### config.mk
export PLATFORM = sky130hd
export DESIGN_NAME = mp_control_unit
export DESIGN_NICKNAME = d
export VERILOG_FILES = /design/src/rtl/mp_control_unit.sv
export SDC_FILE = /design/constraint.sdc
export NUM_CORES = 1
export LEC_CHECK = 0
export CAP_MARGIN = 25
export CORE_ASPECT_RATIO = 0.75
export CORE_MARGIN = 5
export CORE_UTILIZATION = 45
export DETAILED_ROUTE_END_ITERATION = 8
export GPL_ROUTABILITY_DRIVEN = 0
export GPL_TIMING_DRIVEN = 0
export PLACE_DENSITY_LB_ADDON = 0.05
export RECOVER_POWER = 50
export SETUP_SLACK_MARGIN = 0.05
export SLEW_MARGIN = 0
export SYNTH_ARGS = -nofsm -noshare
export SYNTH_HDL_FRONTEND = slang
export SYNTH_SLANG_ARGS = --single-unit
### constraint.sdc
create_clock -name clk -period 4.6 [get_ports clk]
set_clock_uncertainty 0.15 [all_clocks]
set_input_delay 0.69 -clock clk [delete_from_list [all_inputs] [get_ports clk]]
set_output_delay 0.69 -clock clk [all_outputs]
set_load 0.05 [all_outputs]
### src/rtl/mp_control_unit.sv
// -----------------------------------------------------------------------------
// mp_control_unit
//
// Control unit for a small 16-bit microprogrammed processor. It fetches an
// instruction word from a combinationally addressed program ROM, decodes it,
// sequences multi-cycle MUL/DIV operations and drives the register-file write
// strobe. It also computes the next program counter (sequential, JMP, CMPJ)
// and latches a sticky halt when HLT retires.
//
// State table:
//   state | meaning
//   IF    | fetch: wait for run, latch ir from rom_data
//   FD    | decode: ir fields are stable, arm first-EX flag
//   EX    | execute: launch MUL/DIV and wait for alu_done, capture CMPJ flag
//   RWB   | write back: wr_en pulse, pc update, HLT sets halted
//
// Ports:
//   clk        in   system clock, rising-edge active
//   reset      in   asynchronous, active-low reset
//   run        in   start/continue enable, only looked at in IF
//   rom_data   in   16-bit instruction word addressed by pc
//   cmp_eq     in   datapath equality flag (RA == RB)
//   alu_done   in   MUL/DIV result valid
//   state      out  current FSM state (IF=0, FD=1, EX=2, RWB=3)
//   pc         out  program counter / ROM address
//   ir         out  latched instruction
//   opcode     out  ir[15:12]
//   ra/rb/rd   out  ir[11:8] / ir[7:4] / ir[3:0]
//   imm        out  ir[7:0]
//   imm_sel    out  ALU B operand selects imm (LDI, ADI)
//   alu_start  out  one-cycle MUL/DIV launch pulse
//   wr_en      out  register-file write strobe
//   wr_addr    out  register-file write address
//   halted     out  sticky halt flag
// -----------------------------------------------------------------------------
module mp_control_unit (
    input  logic        clk,
    input  logic        reset,
    input  logic        run,
    input  logic [15:0] rom_data,
    input  logic        cmp_eq,
    input  logic        alu_done,
    output logic [1:0]  state,
    output logic [7:0]  pc,
    output logic [15:0] ir,
    output logic [3:0]  opcode,
    output logic [3:0]  ra,
    output logic [3:0]  rb,
    output logic [3:0]  rd,
    output logic [7:0]  imm,
    output logic        imm_sel,
    output logic        alu_start,
    output logic        wr_en,
    output logic [3:0]  wr_addr,
    output logic        halted
);

    typedef enum logic [1:0] {
        S_IF  = 2'd0,
        S_FD  = 2'd1,
        S_EX  = 2'd2,
        S_RWB = 2'd3
    } state_t;

    localparam logic [3:0] OP_NOP  = 4'h0;
    localparam logic [3:0] OP_LDI  = 4'h2;
    localparam logic [3:0] OP_ADI  = 4'h4;
    localparam logic [3:0] OP_DIV  = 4'h5;
    localparam logic [3:0] OP_MUL  = 4'h6;
    localparam logic [3:0] OP_COMP = 4'hC;
    localparam logic [3:0] OP_CMPJ = 4'hD;
    localparam logic [3:0] OP_JMP  = 4'hE;
    localparam logic [3:0] OP_HLT  = 4'hF;

    state_t      state_q, state_d;
    logic [7:0]  pc_q, pc_d;
    logic [15:0] ir_q, ir_d;
    logic        taken_q, taken_d;
    logic        halted_q, halted_d;
    logic        ex_first_q, ex_first_d;

    logic        is_muldiv;
    logic        is_imm;
    logic        is_write;
    logic [7:0]  rd_sext;

    // Field decode straight off the latched instruction.
    assign opcode = ir_q[15:12];
    assign ra     = ir_q[11:8];
    assign rb     = ir_q[7:4];
    assign rd     = ir_q[3:0];
    assign imm    = ir_q[7:0];

    assign is_muldiv = (opcode == OP_MUL) || (opcode == OP_DIV);
    assign is_imm    = (opcode == OP_LDI) || (opcode == OP_ADI);
    // Opcodes 1..C all write a result register.
    assign is_write  = (opcode != OP_NOP) && (opcode <= OP_COMP);
    // CMPJ branch offset is rd as a 4-bit two's complement value.
    assign rd_sext   = {{4{rd[3]}}, rd};

    assign imm_sel = is_imm;
    assign wr_addr = is_imm ? ra : rd;

    assign state  = state_q;
    assign pc     = pc_q;
    assign ir     = ir_q;
    assign halted = halted_q;

    always_ff @(posedge clk or negedge reset) begin
        if (!reset) begin
            state_q    <= S_IF;
            pc_q       <= 8'h00;
            ir_q       <= 16'h0000;
            taken_q    <= 1'b0;
            halted_q   <= 1'b0;
            ex_first_q <= 1'b0;
        end else begin
            state_q    <= state_d;
            pc_q       <= pc_d;
            ir_q       <= ir_d;
            taken_q    <= taken_d;
            halted_q   <= halted_d;
            ex_first_q <= ex_first_d;
        end
    end

    always_comb begin
        state_d    = state_q;
        pc_d       = pc_q;
        ir_d       = ir_q;
        taken_d    = taken_q;
        halted_d   = halted_q;
        ex_first_d = ex_first_q;
        alu_start  = 1'b0;
        wr_en      = 1'b0;

        case (state_q)
            S_IF: begin
                if (run && !halted_q) begin
                    ir_d    = rom_data;
                    state_d = S_FD;
                end
            end

            S_FD: begin
                ex_first_d = 1'b1;
                state_d    = S_EX;
            end

            S_EX: begin
                ex_first_d = 1'b0;
                if (is_muldiv) begin
                    // Launch only on entry; alu_done may already be high then.
                    alu_start = ex_first_q;
                    if (alu_done) begin
                        state_d = S_RWB;
                    end
                end else begin
                    if (opcode == OP_CMPJ) begin
                        taken_d = cmp_eq;
                    end
                    state_d = S_RWB;
                end
            end

            S_RWB: begin
                wr_en   = is_write;
                state_d = S_IF;
                case (opcode)
                    OP_JMP:  pc_d = imm;
                    OP_CMPJ: pc_d = taken_q ? (pc_q + rd_sext) : (pc_q + 8'd1);
                    // pc stays on the HLT so a debugger sees where it stopped.
                    OP_HLT:  halted_d = 1'b1;
                    default: pc_d = pc_q + 8'd1;
                endcase
            end

            default: state_d = S_IF;
        endcase
    end

endmodule

==> summary.txt <==
Synthesis
  • Post-Synth Adder-Cell Area: 0.0826
  • Synth Area in XOR/XNOR: 0.0468
  • Simple-gate share of the synthesized area: 0.145
  • Largest family of logic cells by synthesized area: compound AO/OA/AOI/OAI gates
  • Cell count after synthesis: 218
  • Synth Area per Inst: 9.45 sq um
  • Post-synth EDFFs: 0
  • Synthesized cell area: 2060 sq um
  • Ys async rst share: 1.00
  • Mux cell area share after synthesis: 0.103
  • Seq cells post-synth: 29
  • Syn_nets: 252
  • Compound-Gate Fraction of Synth Area: 0.148
  • Top FF cell, synth: dfrtp_1
  • YS warnings: 0
  • Share of the yosys chip area belonging to registers: 0.352
  • Cell variety after synth: 46

STA
  • Fmax: 298 MHz
  • Setup total negative slack: 0 ns
  • Worst slew pin tran: between 0.8 and 0.9 ns
  • Final Setup Violations: 0
  • RSZ-0062 raised after global routing: false
  • Crit share post-route: 0.729
  • Fin crit period: 3.35 ns
  • Final hold slack: approximately 0.37 ns
  • Final Hold Fails: 0
  • Max-slew headroom: 0.433
  • Final Max Slew Viols: 0

Critical path
  • Setup crit start kind: flop
  • Crit path kind: flop to output pin
  • R2R cell count: 7
  • Required time worst endpoint: 3.76 ns
  • R2r setup slk: 2.35 ns
  • R2r startpoint: ir[3]
  • CP Capture Type: output pin
  • Crit path DAT: 2.51 ns
  • Reg-to-reg critical path endpoint: pc[7]
  • Peak fanout along the critical path: 10

Route
  • M1 WL: roughly 2.4 mm
  • Vias per cell: 5.10
  • Initial DRT Pass Iterations: 5
  • # DRC: 0
  • ANT nets after route: 0
  • Met2 WL post-DR: 2.40 mm
  • DRT Wirelength: 5.21 mm
  • Starting DRT DRC Count: 60
  • DR top layer: met4
  • Routed wl met3: between 300 and 400 um
  • Average wire per standard cell: 14.4 um
  • Via count: 1848

Floorplan
  • I/O Pins: 79
  • Die Y-Extent: 68.6 um
  • Starting Density: 0.464
  • Full die area: 6050 sq um
  • Core area: 4440 sq um
  • Std-Cell Rows: 21
  • Die W: 88.1 um

Clock tree
  • Worst skew pair latency: 0.27 ns
  • Post CTS Setup Buffer Count: 0
  • Total CTS buffers: 5
  • CTS resizes: 0
  • H-tree depth: 2
  • Cts hold-fix bufs: 0
  • Clock Tree Root: clkbuf_8
  • CTS max path bufs: 2
  • Clock transition at path regs: approximately 0.06 ns
  • CTS tree: built
  • Clock Sink Count: 29

Worst hold path
  • Hold Path Origin: halted
  • WHS Path Cells: 1
  • Tightest Hold Check Type: flop to flop
  • Hold endpoint: halted

GRT
  • Gr usage total: 0.178
  • Gr ovfl total: 0
  • First-pass GRT wire length: approximately 8.3 mm
  • Vias in the first global route: around 1.7k
  • Largest net degree at the start of global routing: 16
  • Initial antenna violation count: 0

Outcome
  • Status: complete, no violations

Final layout
  • Share of cells above drive strength 1: 0.187
  • Most frequent cells in the layout: clkdlybuf4s50_1, dfrtp_1, nand2_1, buf_4, mux2_2
  • Synthesis-to-finish area growth: 45.2%
  • Fillers: 373
  • N_diodes: 0
  • NumNets Final: 338
  • Commonest non-fill, non-tap cell in the layout: clkdlybuf4s50_1

Placed design
  • I/O Buffers: 78
  • Post-DP HPWL: ~4.2 mm

Job
  • Max Cap Viol: 0
cells in the mapped netlist (all sizes together), types with 3 or more instances:
| master | n | area [sq um] |
|---|---|---|
| dfrtp | 29 | 726 |
| buf | 27 | 204 |
| nand2 | 25 | 93.8 |
| mux2 | 18 | 203 |
| nor2 | 15 | 58.8 |
| ha | 12 | 150 |
| inv | 12 | 45.0 |
| o21ai | 10 | 50.1 |
| xnor2 | 8 | 70.1 |
| a21oi | 7 | 35.0 |
| nand3 | 6 | 30.0 |
| nor3 | 6 | 30.0 |
| a221oi | 3 | 26.3 |
| nand2b | 3 | 21.3 |
| xor2 | 3 | 26.3 |
worst max-delay path, cell delays in order (launching register included):
cell,delay [ns]
dfrtp_1,0.41
clkbuf_1,0.23
or3_1,0.46
inv_1,0.16
nand2_1,0.07
o21ai_0,0.07
clkdlybuf4s50_1,0.84
stage by stage:
stage | utilization | cells | cell area [sq um] | setup WS, ns
finish | 0.674 | 362 | 2990 | 1.25
global route | 0.674 | 362 | 2990 | 1.08
detailed placement | 0.662 | 354 | 2940 | 1.57
floorplan | - | 218 | 2060 | 1.22
global placement | 0.656 | 353 | 2910 | 1.60
CTS | 0.681 | 362 | 3020 | 1.27
cell type report:
cell class | instances | area, sq um | area share
inverters | 12 | 45.0 | 0.0151
clock inverters | 2 | 10.0 | 0.00335
plain buffers | 28 | 203 | 0.0678
flip-flops and latches | 29 | 726 | 0.243
clock buffers | 6 | 72.6 | 0.0243
multi-input cells | 149 | 1080 | 0.361
repair buffers | 79 | 785 | 0.262
well taps | 57 | 71.3 | 0.0238
layer usage:
| layer | track usage | vias up |
|---|---|---|
| met5 | 0 | - |
| met2 | 0.282 | 61 |
| met1 | 0.241 | 867 |
| met4 | 0.0340 | 0 |
| met3 | 0.0570 | 5 |
| li1 | - | 915 |
registers in the layout (all words and copies together) (netlist names):
register	count
ex_first_q	1
halted	1
ir	16
pc	8
state	2
taken_q	1
cell families after synthesis:
group | after synthesis
xor gates and xnor gates | 11
AOI/OAI and AO/OA | 42
DFF | 29
buffers and inverters | 40
muxes | 19
adders and majority gates | 13
and+or+nand+nor | 64
worst max path at each step:
| stage | start | end | slack, ns | depth (start not counted) |
|---|---|---|---|---|
| after floorplan | ir[14] | wr_addr[1] | 1.22 | 5 |
| after global placement | ir[14] | wr_addr[1] | 1.60 | 7 |
| after detailed placement | ir[14] | wr_addr[1] | 1.57 | 7 |
| after CTS | ir[14] | wr_addr[1] | 1.27 | 7 |
| after global routing | ir[15] | wr_addr[1] | 1.08 | 6 |
| final | ir[15] | wr_addr[1] | 1.25 | 6 |
Power is left out: the tool's default activity adds up to more than one toggle a clock period on the data nets, which glitch-free logic cannot reach.
